--- src/rtl/divider_seq_nbit_pkg.sv ---
// divider_seq_nbit_pkg: state encoding and default width for the sequential divider
package divider_seq_nbit_pkg;
  localparam int N_DEFAULT = 4;
  typedef enum logic [1:0] {IDLE, RUN, DONE} state_t;
endpackage

--- src/rtl/adder_subtractor_nbit.sv ---
// adder_subtractor_nbit: ripple add/subtract; add_n=1 computes a-b, c_out=1 means no borrow
module adder_subtractor_nbit #(
  parameter int n = 4
) (
  input  logic [n-1:0] a,
  input  logic [n-1:0] b,
  input  logic         add_n,
  output logic [n-1:0] s,
  output logic         c_out
);
  assign {c_out, s} = {1'b0, a} + {1'b0, b ^ {n{add_n}}} + {{n{1'b0}}, add_n};
endmodule

--- src/rtl/divider_seq_nbit.sv ---
// divider_seq_nbit: n-cycle restoring unsigned divider with registered results
module divider_seq_nbit
  import divider_seq_nbit_pkg::*;
#(
  parameter int n = N_DEFAULT
) (
  input  logic         clk,
  input  logic         reset,
  input  logic         start,
  input  logic [n-1:0] dividend,
  input  logic [n-1:0] divisor,
  output logic         ready,
  output logic         done,
  output logic [n-1:0] quotient,
  output logic [n-1:0] remainder,
  output logic         div_by_zero
);
  localparam int CW = $clog2(n + 1);
  state_t state, state_n;
  logic [CW-1:0] cnt;
  logic [n:0] p, p_shift, t;
  logic [n-1:0] dvd, dvs;
  logic c_out, last;
  // dvd shifts dividend bits out at the top and quotient bits in at the bottom
  assign p_shift = {p[n-1:0], dvd[n-1]};
  assign last = cnt == CW'(n - 1);
  adder_subtractor_nbit #(.n(n + 1)) u_addsub (
    .a(p_shift),
    .b({1'b0, dvs}),
    .add_n(1'b1),
    .s(t),
    .c_out(c_out)
  );
  always_comb begin
    state_n = state == IDLE ? (start ? (|divisor ? RUN : DONE) : IDLE) :
              state == RUN  ? (last ? DONE : RUN) : IDLE;
    ready = state == IDLE;
    done = state == DONE;
  end
  always_ff @(posedge clk) state <= reset ? IDLE : state_n;
  always_ff @(posedge clk) begin
    if (reset) begin
      cnt <= '0;
      p <= '0;
      dvd <= '0;
      dvs <= '0;
      quotient <= '0;
      remainder <= '0;
      div_by_zero <= 1'b0;
    end else if (state == IDLE && start) begin
      cnt <= '0;
      p <= '0;
      dvd <= dividend;
      dvs <= divisor;
      div_by_zero <= ~|divisor;
      if (~|divisor) begin
        quotient <= '1;
        remainder <= dividend;
      end
    end else if (state == RUN) begin
      p <= c_out ? t : p_shift;
      dvd <= {dvd[n-2:0], c_out};
      cnt <= cnt + CW'(1);
      if (last) begin
        quotient <= {dvd[n-2:0], c_out};
        remainder <= c_out ? t[n-1:0] : p_shift[n-1:0];
      end
    end
  end
endmodule
--- config.mk ---
export PLATFORM = sky130hd
export DESIGN_NAME = divider_seq_nbit
export DESIGN_NICKNAME = d
export VERILOG_FILES = /design/src/rtl/divider_seq_nbit_pkg.sv /design/src/rtl/adder_subtractor_nbit.sv /design/src/rtl/divider_seq_nbit.sv
export SDC_FILE = /design/constraint.sdc
export NUM_CORES = 1
export LEC_CHECK = 0
export ABC_AREA = 1
export BUFFER_PORTS_ARGS = -buffer_cell sky130_fd_sc_hd__buf_2
export CELL_PAD_IN_SITES_DETAIL_PLACEMENT = 1
export CELL_PAD_IN_SITES_GLOBAL_PLACEMENT = 2
export CORE_MARGIN = 1.5
export CORE_UTILIZATION = 35
export CTS_BUF_LIST = sky130_fd_sc_hd__clkbuf_2 sky130_fd_sc_hd__clkbuf_4 sky130_fd_sc_hd__clkbuf_8
export DETAILED_ROUTE_END_ITERATION = 16
export PLACE_DENSITY_LB_ADDON = 0.1
export SLEW_MARGIN = 5
export SYNTH_ARGS = -nofsm -noshare
export SYNTH_HDL_FRONTEND = slang
export SYNTH_SLANG_ARGS = --single-unit
--- constraint.sdc ---
create_clock -name clk -period 3 [get_ports clk]
set_clock_uncertainty 0.1 [all_clocks]
set_input_delay 0.75 -clock clk [delete_from_list [all_inputs] [get_ports clk]]
set_output_delay 0.75 -clock clk [all_outputs]
set_load 0.01 [all_outputs]
==> summary.md, run 1 <==
| Metric | Value |
|---|---|
| Die X | `~65 µm` |
| Num Clock Sinks | `26` |
| Max_slew headroom | `0.762` |
| Worst r2r src | `p[1]` |
| Hold Path Depth | `2` |
| DR DRC count | `0` |
| DRT Wirelength | `3.24 mm` |
| Full die area | `4210 µm²` |
| H-tree depth | `1` |
| Largest net degree at the start of global routing | `20` |
| CTS Buffer Depth | `2` |
| Hold_sp | `dvs[2]` |
| Wire length per cell | `approximately 13 µm` |
| Initial antenna violation count | `0` |
| ANT cells | `0` |
| Yosys cell types | `23` |
| Finished Layout Cells | `253` |
| MaxCap Viol Count | `0` |
| Clock Pin Slew Worst Setup and Hold Paths | `around 0.090 ns` |
| Initial Util | `0.366` |
| Nets | `224` |
| Syn nets | `202` |
| # rows | `22` |
| Unrepaired setup endpoints after global routing | `false` |
| Number of global-route vias before repair | `~1200` |
| RePlAce Congestion | `~0.73` |
| Critical Path Source Type | `register` |
| Fin worst setup slack | `approximately 1.2 ns` |
| Gr usage total | `0.175` |
| Setup WS pre-CTS | `1.08 ns` |
| Crit path arrival time | `approximately 0.95 ns` |
| Die Y | `64.9 µm` |
| Max IR drop VDD | `248 µV` |
| Flops & latches, synth | `26` |
| Tightest Hold Check Type | `register to register` |
| Worst hold path endpoint | `dvs[2]` |
| PwrDens | `538 nW/µm²` |
| CTS tree | `done` |
| CTS root buf | `clkbuf_8` |
| Cells after Synth | `184` |
| Placed insts | `249` |
| Vias per cell | `approximately 4.6` |
| Worst-skew pair later-pin latency | `about 0.27 ns` |
| I/O Buffers | `21` |
| Min Tclk post-route | `around 1.8 ns` |
| GRT overflow | `0` |
| Slew Viols, Final | `0` |
| Pleak | `0.000789 µW` |
| Post-synthesis cell area | `1340 µm²` |
| Reg2Reg Setup Slack | `1.29 ns` |
| Critical Path Fanout Max | `2` |
| Min Hold Slack | `between 0.3 and 0.4 ns` |
| Share of cells above drive strength 1 | `0.176` |
| Avg Cell Area, Syn | `7.29 µm²` |
| Pwr Total | `834 µW` |
| First-pass GRT wire length | `~5.6 mm` |
| Sequential area share after synthesis | `0.388` |
| CP Cell Sequence | `inv_1, nor2_1, buf_2` |
| Final setup violation count | `0` |
| Worst Path Class, Setup | `register to output port` |
| CP max-delay cell | `dfxtp_1` |
| Capture point of the worst reg-to-reg path | `p[2]` |
| Yosys warnings | `0` |
| DR vias | `1169` |
| Hold Buf Count CTS | `0` |
| R2R cell count | `9` |
| Crit path capture type | `output port` |
| Area delta synth->final | `15.7%` |
| HPWL after detailed placement | `2.67 mm` |
| Resized cells post-CTS | `0` |
| CP bufs+invs | `2` |
| Req. time, crit path | `2.15 ns` |
| Remaining antenna violation count | `0` |
| Final hold vios | `0` |
| CTS Buf Count | `3` |
| Boundary Pins | `22` |
| Slowest stage delay, CP | `approximately 0.39 ns` |
| Starting DRT DRC Count | `50` |
| Cell family with most CP delay | `flip-flops` |
| TNS Setup | `0 ns` |
| Setup Buffers After CTS | `0` |
| Least-Margin Pin Slew | `approximately 0.36 ns` |
| Final cycle utilization of the critical path | `0.602` |
| Layout fillers | `478` |
| F_max | `554 MHz` |
| DR pass1 iterations | `3` |
| Core area | `~3700 µm²` |
| Run status | `complete, no violations` |
-- cells in the final DEF (no fill, tap or decap), types with 3 or more instances in the layout --
cell and count:
nand3_1 11, inv_1 30, a31oi_1 3, dfxtp_1 26, clkbuf_8 3, nor2_1 21, o21ai_1 5, ha_1 6
a21oi_1 14, o21ai_0 10, nor2_4 3, buf_2 21, nand2_1 37
-- worst register-to-register path, delay by kind of cell (launching register included) --
family	cells	cell delay, ns
DFF	1	0.35
AOI/OAI and AO/OA	1	0.16
buffers and inverters	1	0.05
and+or+nand+nor	6	0.62
adders and majority gates	1	0.34
-- sequential cells by signal, summed over array words and instances, names as in the netlist --
| name | count |
|---|---|
| dvd | 4 |
| dvs | 4 |
| p | 4 |
| state | 2 |
| cnt | 3 |
| div_by_zero | 1 |
| quotient | 4 |
| remainder | 4 |
-- logic make-up (layout without fill, tap and decap cells) --
group                      count (synthesis)  count (layout)  synth area share
DFF                                       26              26             0.388
buffers and inverters                     36              57             0.111
adders and majority gates                  7               7            0.0709
AOI/OAI and AO/OA                         33              33             0.127
xor gates and xnor gates                   2               2            0.0131
and+or+nand+nor                           80              80             0.290
-- stage by stage --
stage	cell area [µm²]	util
after floorplan	1340	-
after global placement	1480	0.404
after detailed placement	1480	0.404
after CTS	1550	0.424
after global routing	1550	0.424
final	1550	0.424
-- where the power goes --
| part | leakage, µW | internal, µW | switching [µW] | total (µW) |
|---|---|---|---|---|
| Clock | 0.0000357 | 179 | 111 | 289 |
| Sequential | 0.000212 | 363 | 13.1 | 376 |
| Combinational | 0.000541 | 56.2 | 113 | 169 |
| Total | 0.000789 | 598 | 237 | 834 |
-- routing by layer --
metal  part of all wire  routed length [µm]  GRT usage  vias up
li1                   -                   -          -      622
met1               0.51                1660      0.244      523
met2               0.44                1430      0.272       19
met3              0.032                 105     0.0313        5
met4              0.013                  43     0.0559        0
met5                  0                   0          0        -
-- worst max-delay path by stage --
stage / startpoint / end / slack, ns / cells after the start
6_report: state[1] / done / 1.20 / 3
5_1_grt: dvs[3] / remainder[2] / 1.06 / 10
4_1_cts: state[1] / done / 1.18 / 3
3_5_place_dp: reset / p[3] / 1.08 / 6
3_3_place_gp: reset / p[3] / 1.14 / 6
2_1_floorplan: divisor[2] / remainder[0] / 1.45 / 7
-- final cells by class --
class / count / area [µm²] / share of cell area
flip-flops and latches: 26 / 520 / 0.335
inverters: 32 / 123 / 0.0790
clock inverters: 1 / 30.0 / 0.0194
clock buffers: 3 / 41.3 / 0.0266
multi-input cells: 122 / 672 / 0.433
well taps: 48 / 60.1 / 0.0387
repair buffers: 21 / 105 / 0.0677
-- cell usage after synthesis, drive strengths merged --
cell	instances	area (µm²)
buf	4	26.3
ha	6	75.1
nor2	28	165
a21oi	14	70.1
dfxtp	26	521
fa	1	20.0
nand3	11	55.1
nand4	2	12.5
o21ai	15	75.1
xor2	2	17.5
o22ai	1	6.26
inv	32	123
nand2	39	156
a31oi	3	18.8
Power figures use the tool's default switching activity.
==> inputs of run 2 (changes only) <==
--- a/config.mk
+++ b/config.mk
@@ -10,7 +10,7 @@
 export CELL_PAD_IN_SITES_DETAIL_PLACEMENT = 1
 export CELL_PAD_IN_SITES_GLOBAL_PLACEMENT = 2
 export CORE_MARGIN = 1.5
-export CORE_UTILIZATION = 35
+export CORE_UTILIZATION = 29
 export CTS_BUF_LIST = sky130_fd_sc_hd__clkbuf_2 sky130_fd_sc_hd__clkbuf_4 sky130_fd_sc_hd__clkbuf_8
 export DETAILED_ROUTE_END_ITERATION = 16
 export PLACE_DENSITY_LB_ADDON = 0.1
==> constraint.sdc (replaced) <==
create_clock -name clk -period 1.6 [get_ports clk]
set_clock_uncertainty 0.1 [all_clocks]
set_input_delay 0.4 -clock clk [delete_from_list [all_inputs] [get_ports clk]]
set_output_delay 0.4 -clock clk [all_outputs]
set_load 0.01 [all_outputs]
==> run 2 against run 1 <==
- clock power increased by 96%
- die area increased by 20%
- combinational power increased to 2.8 times the previous value
- first-iteration DRC count increased by 4.0%
- clock-buffer cell count unchanged
- sequential share of layout area decreased by 4.0 points
- cell count increased by 6.7%
- via count increased by 9.2%
- critical endpoint is now p[1]
==> summary.md, run 2 (synthesis results as in run 1) <==
| Metric | Value |
|---|---|
| Run status | `complete, no violations` |
| Crit path arrival time | `1.67 ns (+0.72 ns)` |
| Remaining antenna violation count | `0 (unchanged)` |
| # rows | `24 (+9.1%)` |
| Starting DRT DRC Count | `52 (+4.0%)` |
| Initial Util | `0.304 (-0.0625)` |
| Least-Margin Pin Slew | `0.319 ns (-0.0374 ns)` |
| Tightest Hold Check Type | `primary input to register` |
| Boundary Pins | `22 (unchanged)` |
| DR pass1 iterations | `4 (+1)` |
| Wire length per cell | `14.4 µm (+12%)` |
| Final setup violation count | `0 (unchanged)` |
| Nets | `237 (+5.8%)` |
| MaxCap Viol Count | `0 (unchanged)` |
| Reg2Reg Setup Slack | `0.01 ns (-1.28 ns)` |
| Gr usage total | `0.156 (-0.0181)` |
| CP Cell Sequence | `inv_2, ha_4, inv_2, fa_2, inv_2, nand2_2, nand2_1, nand2_1, nand2_1, inv_1` |
| Capture point of the worst reg-to-reg path | `p[1]` |
| Slew Viols, Final | `0 (unchanged)` |
| Highest-count cells in the layout ignoring fill and taps | `32 x nand2_1, 21 x inv_1, 21 x buf_2` |
| Worst setup endpoint | `p[1]` |
| Largest net degree at the start of global routing | `16 (-20%)` |
| First-pass GRT wire length | `6.31 mm (+13%)` |
| Crit path capture type | `register` |
| Critical Path Fanout Max | `2 (unchanged)` |
| Max IR drop VDD | `355 µV (+43%)` |
| Slowest stage delay, CP | `0.44 ns (+0.05 ns)` |
| HPWL after detailed placement | `2.86 mm (+7.0%)` |
| Multi-input gate area | `796 µm² (+18%)` |
| Pleak | `0.000868 µW (+10%)` |
| TNS Setup | `0 ns (unchanged)` |
| Vias per cell | `4.73 (+2.4%)` |
| Full die area | `5040 µm² (+20%)` |
| CP max-delay cell | `fa_2` |
| PwrDens | `981 nW/µm² (+82%)` |
| DR DRC count | `0 (unchanged)` |
| R2R cell count | `10 (+1)` |
| CTS root buf | `clkbuf_8` |
| Crit path launch | `dvd[3]` |
| CTS Buffer Depth | `2 (unchanged)` |
| Crit path depth | `10 (+7)` |
| Placed insts | `264 (+6.0%)` |
| I/O Buffers | `21 (unchanged)` |
| Layout fillers | `565 (+18%)` |
| Initial antenna violation count | `0 (unchanged)` |
| Final hold vios | `0 (unchanged)` |
| Commonest non-fill, non-tap cell in the layout | `nand2_1` |
| Num Clock Sinks | `26 (unchanged)` |
| CTS Buf Count | `3 (unchanged)` |
| Min Tclk post-route | `1.59 ns` |
| CP bufs+invs | `4 (+2)` |
| Max_slew headroom | `0.787 (+0.0247)` |
| Core area | `4410 µm² (+21%)` |
| Req. time, crit path | `1.68 ns (-0.47 ns)` |
| Finished Layout Cells | `270 (+6.7%)` |
| Area occupied by registers | `529 µm² (+1.7%)` |
| CTS tree | `done` |
| Unrepaired setup endpoints after global routing | `true` |
| Final cycle utilization of the critical path | `0.991` |
| Critical Path Source Type | `register` |
| Cell family with most CP delay | `adder cells` |
| ANT cells | `0 (unchanged)` |
| RePlAce Congestion | `0.744 (+1.3%)` |
| DR vias | `1277 (+9.2%)` |
| Number of global-route vias before repair | `1326 (+13%)` |
| Worst-skew pair later-pin latency | `0.27 ns (about the same)` |
| Die Y | `71.0 µm (+9.4%)` |
| Die X | `71.0 µm (+9.4%)` |
| DRT Wirelength | `3.88 mm (+20%)` |
| F_max | `631 MHz` |
| Share of cells above drive strength 1 | `0.385 (+0.210)` |
| Area delta synth->final | `33.5%` |
| Clock Pin Slew Worst Setup and Hold Paths | `0.10 ns (about the same)` |
| H-tree depth | `1 (unchanged)` |
| Worst r2r src | `dvd[3]` |
| Worst Path Class, Setup | `register to register` |
| GRT overflow | `0 (unchanged)` |
run 2: how the worst min path moves through the flow:
stage | from | endpoint | slack, ns | cells past startpoint
after detailed placement | dvs[2] | dvs[2] | 0.36 | 2
after global routing | reset | state[0] | 0.32 | 2
final | reset | dvd[3] | 0.31 | 2
after CTS | reset | state[0] | 0.31 | 2
after floorplan | dvs[2] | dvs[2] | 0.33 | 2
after global placement | dvs[3] | dvs[3] | 0.35 | 2
run 2: layer usage:
metal | global-route usage | routed length, µm | vias up
li1 | - | - | 648
met1 | 0.204 | 1830 | 607
met2 | 0.276 | 1920 | 17
met3 | 0.0185 | 95 | 5
met4 | 0.0377 | 36 | 0
met5 | 0 | 0 | -
run 2: cell type report:
class | count | share of cell area
multi-input cells | 122 | 0.444
flip-flops and latches | 26 | 0.296
repair buffers | 34 | 0.115
inverters | 32 | 0.0685
well taps | 52 | 0.0363
clock buffers | 3 | 0.0231
clock inverters | 1 | 0.0168
run 2: repair_timing:
| item | 4_1_cts | 5_1_grt |
|---|---|---|
| resized for setup | 15 | 26 |
| buffers inserted | 1 | 1 |
| pin swaps | 3 | 12 |
| endpoints found under the setup margin | 6 | 9 |
| hold buffers | 0 | 0 |
run 2: metrics by stage:
step	hold WS [ns]	power [µW]	worst slack (ns)	instance area (µm²)	util
2_1_floorplan	0.333	955	0.0591	1340	-
3_3_place_gp	0.346	1080	-0.0574	1570	0.355
3_5_place_dp	0.360	1090	-0.0989	1570	0.355
4_1_cts	0.307	1690	-0.0103	1680	0.382
5_1_grt	0.316	1850	-0.0641	1790	0.406
6_report	0.307	1760	0.0147	1790	0.406
run 2: where the power goes:
part           internal (µW)  leakage, µW  switching (µW)
Clock                    335    0.0000357             230
Sequential               684     0.000215            28.0
Combinational            193     0.000618             286
Total                   1210     0.000868             545
==> inputs of run 3 (changes only) <==
--- a/config.mk
+++ b/config.mk
@@ -5,12 +5,12 @@
 export SDC_FILE = /design/constraint.sdc
 export NUM_CORES = 1
 export LEC_CHECK = 0
-export ABC_AREA = 1
+export ABC_AREA = 0
 export BUFFER_PORTS_ARGS = -buffer_cell sky130_fd_sc_hd__buf_2
 export CELL_PAD_IN_SITES_DETAIL_PLACEMENT = 1
 export CELL_PAD_IN_SITES_GLOBAL_PLACEMENT = 2
 export CORE_MARGIN = 1.5
-export CORE_UTILIZATION = 29
+export CORE_UTILIZATION = 31
 export CTS_BUF_LIST = sky130_fd_sc_hd__clkbuf_2 sky130_fd_sc_hd__clkbuf_4 sky130_fd_sc_hd__clkbuf_8
 export DETAILED_ROUTE_END_ITERATION = 16
 export PLACE_DENSITY_LB_ADDON = 0.1
==> run 3 against run 2 <==
- the run now ends with negative setup slack left
- critical path depth shrank 3
- total power down 4.3%
- utilization grew 3.7 points
- cell count fell by 13%
- global-route usage rose by 1.9 points
- register-to-register slack got worse by 0.21 ns
- hold slack worse by 0.045 ns
- via count fell by 9.9%
- clock power rose by 1%
- worst setup slack got worse by 0.21 ns
- synthesized cell count is 23% lower
- critical path type unchanged
- critical endpoint is now remainder[3]
- highest routed layer unchanged
==> summary.md, run 3 <==
| Metric | Value |
|---|---|
| Yosys warnings | `0 (unchanged)` |
| GRT overflow | `0 (unchanged)` |
| Vias per cell | `4.91 (+3.9%)` |
| DR DRC count | `0 (unchanged)` |
| Top Layer Used | `met4` |
| Fin worst setup slack | `-0.199 ns (-0.214 ns)` |
| Metal3 WL | `67 µm (-29%)` |
| Synth Area in Adders | `0.0751 (+0.00420)` |
| Crit path arrival time | `1.90 ns (+0.23 ns)` |
| Gr usage total | `0.176 (+0.0191)` |
| F_max | `556 MHz (-12%)` |
| Violated checks | `negative setup slack` |
| Sequential Power Share | `0.418 (+0.013)` |
| Run status | `complete, but fails checks` |
| Req. time, crit path | `1.70 ns (+0.02 ns)` |
| Area delta synth->final | `38.9%` |
| Max IR drop VDD | `387 µV (+9.2%)` |
| Simple-Gate Fraction of Synth Area | `0.202 (-0.0885)` |
| Pleak | `0.000732 µW (-16%)` |
| CTS Buffer Depth | `2 (unchanged)` |
| Post-synthesis xor/xnor area fraction | `0.0138 (+0.000774)` |
| Boundary Pins | `22 (unchanged)` |
| PwrDens | `955 nW/µm² (-2.6%)` |
| Wl on met1 | `1.68 mm (-7.8%)` |
| Core area | `3970 µm² (-10%)` |
| Full die area | `4480 µm² (-11%)` |
| Worst Path Class, Setup | `register to register` |
| Post-synth ARST share | `0 (unchanged)` |
| Hold Buf Count CTS | `0 (unchanged)` |
| Sequential area share after synthesis | `0.411 (+0.0230)` |
| Final cycle utilization of the critical path | `1.12 (+0.133)` |
| Slew Viols, Final | `0 (unchanged)` |
| Share of cells above drive strength 1 | `0.440 (+0.0549)` |
| DR vias | `1150 (-9.9%)` |
| Sw frac | `0.279 (-0.0307)` |
| Final hold vios | `0 (unchanged)` |
| Num Clock Sinks | `26 (unchanged)` |
| Largest net degree at the start of global routing | `16 (unchanged)` |
| Syn nets | `160 (-21%)` |
| Min Tclk post-route | `1.80 ns (+0.214 ns)` |
| Critical Path Fanout Max | `3 (+1)` |
| Crit path capture type | `register` |
| Highest-count cells in the layout ignoring fill and taps | `27 x nand2_1, 22 x buf_4, 21 x dfxtp_1, 21 x buf_2, 13 x a21oi_1` |
| Mux cell area share after synthesis | `0.0395 (+0.0395)` |
| Unrepaired setup endpoints after global routing | `true` |
| Starting DRT DRC Count | `43 (-17%)` |
| Post-Layout Inst Area | `1760 µm² (-1.7%)` |
| Remaining antenna violation count | `0 (unchanged)` |
| First-pass GRT wire length | `5.78 mm (-8.4%)` |
| Hold Path Depth | `3 (+1)` |
| Gate power share | `0.243 (-0.030)` |
| Number of flops mapped to enable cells by yosys | `0 (unchanged)` |
| Largest family of logic cells by synthesized area | `compound AO/OA/AOI/OAI gates` |
| Die Y | `66.9 µm (-5.8%)` |
| Die X | `66.9 µm (-5.8%)` |
| Final setup violation count | `10 (+10)` |
| DRT Wirelength | `3.71 mm (-4.5%)` |
| Int Pwr | `1210 µW (about the same)` |
| R2R cell count | `7 (-3)` |
| Clock Pin Slew Worst Setup and Hold Paths | `0.10 ns (about the same)` |
| Yosys cell types | `41 (+78%)` |
| # rows | `23 (-4.2%)` |
| Initial Util | `0.319 (+0.0150)` |
| CTS Buf Count | `3 (unchanged)` |
| Net Sw Power | `469 µW (-14%)` |
| ANT cells | `0 (unchanged)` |
| CTS tree | `done` |
| Slowest stage delay, CP | `0.33 ns (-0.11 ns)` |
| Flops & latches, synth | `26 (unchanged)` |
| Least-Margin Pin Slew | `0.457 ns (+0.138 ns)` |
| RePlAce Congestion | `0.719 (-3.3%)` |
| Main synth FF type | `dfxtp_1` |
| Compound-Gate Fraction of Synth Area | `0.208 (+0.0816)` |
| Nets | `203 (-14%)` |
| Clock power frac | `0.340 (+0.018)` |
| Top-area cell type share of the netlist area | `0.411 (+0.0230)` |
| CTS root buf | `clkbuf_8` |
| Commonest non-fill, non-tap cell in the layout | `nand2_1` |
| I/O Buffers | `21 (unchanged)` |
| Post-synthesis cell area | `1270 µm² (-5.6%)` |
| CP max-delay cell | `dfxtp_2` |
| Post-synth top area cell | `dfxtp_1` |
| HPWL after detailed placement | `2.68 mm (-6.1%)` |
| Met2 Wirelength | `1.91 mm (-0.47%)` |
| Max_slew headroom | `0.692 (-0.0950)` |
| Avg Cell Area, Syn | `8.92 µm² (+22%)` |
| Synth cell count leaders | `28 x nand2_1, 26 x dfxtp_1, 14 x a21oi_1, 9 x nor2_1, 8 x inv_1` |
| Area after DPL | `1590 µm² (+1.6%)` |
| Worst-skew pair later-pin latency | `0.28 ns (about the same)` |
| MaxCap Viol Count | `0 (unchanged)` |
| Cells after Synth | `142 (-23%)` |
| DR pass1 iterations | `4 (unchanged)` |
| Min Hold Slack | `0.262 ns (-0.0450 ns)` |
| Initial antenna violation count | `0 (unchanged)` |
| Tightest Hold Check Type | `primary input to register` |
| CP Cell Sequence | `inv_2, ha_4, nor2b_4, o31a_4, a311oi_4, nand2_1, a311oi_2` |
| Number of global-route vias before repair | `1175 (-11%)` |
| H-tree depth | `1 (unchanged)` |
| Wire length per cell | `15.8 µm (+10%)` |
| Critical Path Source Type | `register` |
| Top cells by area, synth | `dfxtp_1 41%, nand2_1 8.3%, ha_1 5.9%, a21oi_1 5.5%, mux2i_1 4.0%` |
| Top-count cell post-synth | `nand2_1` |
-- run 3: cell types whose count changed after synthesis, sizes merged, moves of 2 or more --
cell    before  now
nand2       39   32
a311oi       0    3
a211oi       0    2
o21ai       15    3
nand3       11    1
nor2b        0    3
inv         32    8
o31ai        0    2
nand2b       0    2
mux2i        0    5
nor2        28   10
o211ai       0    2
-- run 3: cell families (layout without fill, tap and decap cells) --
kind of cell | after synthesis | after routing
AO/OA/AOI/OAI | 36 | 36
XOR/XNOR | 2 | 2
multiplexers | 5 | 5
AND/OR/NAND/NOR | 52 | 52
buffers and inverters | 14 | 56
adder cells (fa/ha/maj) | 7 | 7
flip-flops | 26 | 26
-- run 3: what timing repair did --
action | in CTS | in global routing
pin swaps | 8 | 4
setup endpoints to repair | 9 | 10
endpoints found under the hold margin | 0 | 0
resized for setup | 13 | 5
setup buffers | 1 | 1
-- run 3: final timing paths --
kind	start	endpoint	slack (ns)
setup reg to reg	dvs[1]	remainder[3]	-0.20
setup / recovery	dvs[1]	remainder[3]	-0.20
hold reg to reg	div_by_zero	div_by_zero	0.36
hold / removal	divisor[3]	dvs[3]	0.26
-- run 3: power groups by stage --
stage | combinational [µW] | sequential, µW | clock, µW
after floorplan | 226 | 714 | 0
after CTS | 392 | 701 | 577
after global placement | 323 | 713 | 0
after detailed placement | 333 | 714 | 0
after global routing | 445 | 706 | 606
final | 408 | 702 | 571
-- run 3: through the flow --
stage	setup WS [ns]	power (µW)	utilization	std cells	setup TNS, ns
2_1_floorplan	-0.149	940	-	142	-0.770
3_3_place_gp	-0.185	1040	0.401	228	-0.943
3_5_place_dp	-0.230	1050	0.401	228	-1.24
4_1_cts	-0.199	1670	0.434	233	-1.44
5_1_grt	-0.297	1760	0.443	234	-2.18
6_report	-0.199	1680	0.443	234	-1.55
-- run 3: metal layers --
layer  vias to the layer above  GRT usage
met5                         -          0
met4                         0     0.0536
met3                         5     0.0253
met2                        12      0.306
met1                       557      0.222
li1                        576          -
-- run 3: critical path: cells and delay by family, from the launching register on --
family	cells	cell delay [ns]
buffers and inverters	1	0.07
AND/OR/NAND/NOR	2	0.24
adder cells (fa/ha/maj)	1	0.19
flip-flops	1	0.33
AO/OA/AOI/OAI	3	0.80
-- run 3: final cells by class --
type,instances,area (µm²)
Inverter,8,30.0
Clock inverter,1,30.0
Multi-Input combinational cell,102,787
Timing Repair Buffer,44,282
Sequential cell,26,527
Clock buffer,3,41.3
Fill cell,477,2210
Tap cell,50,62.6
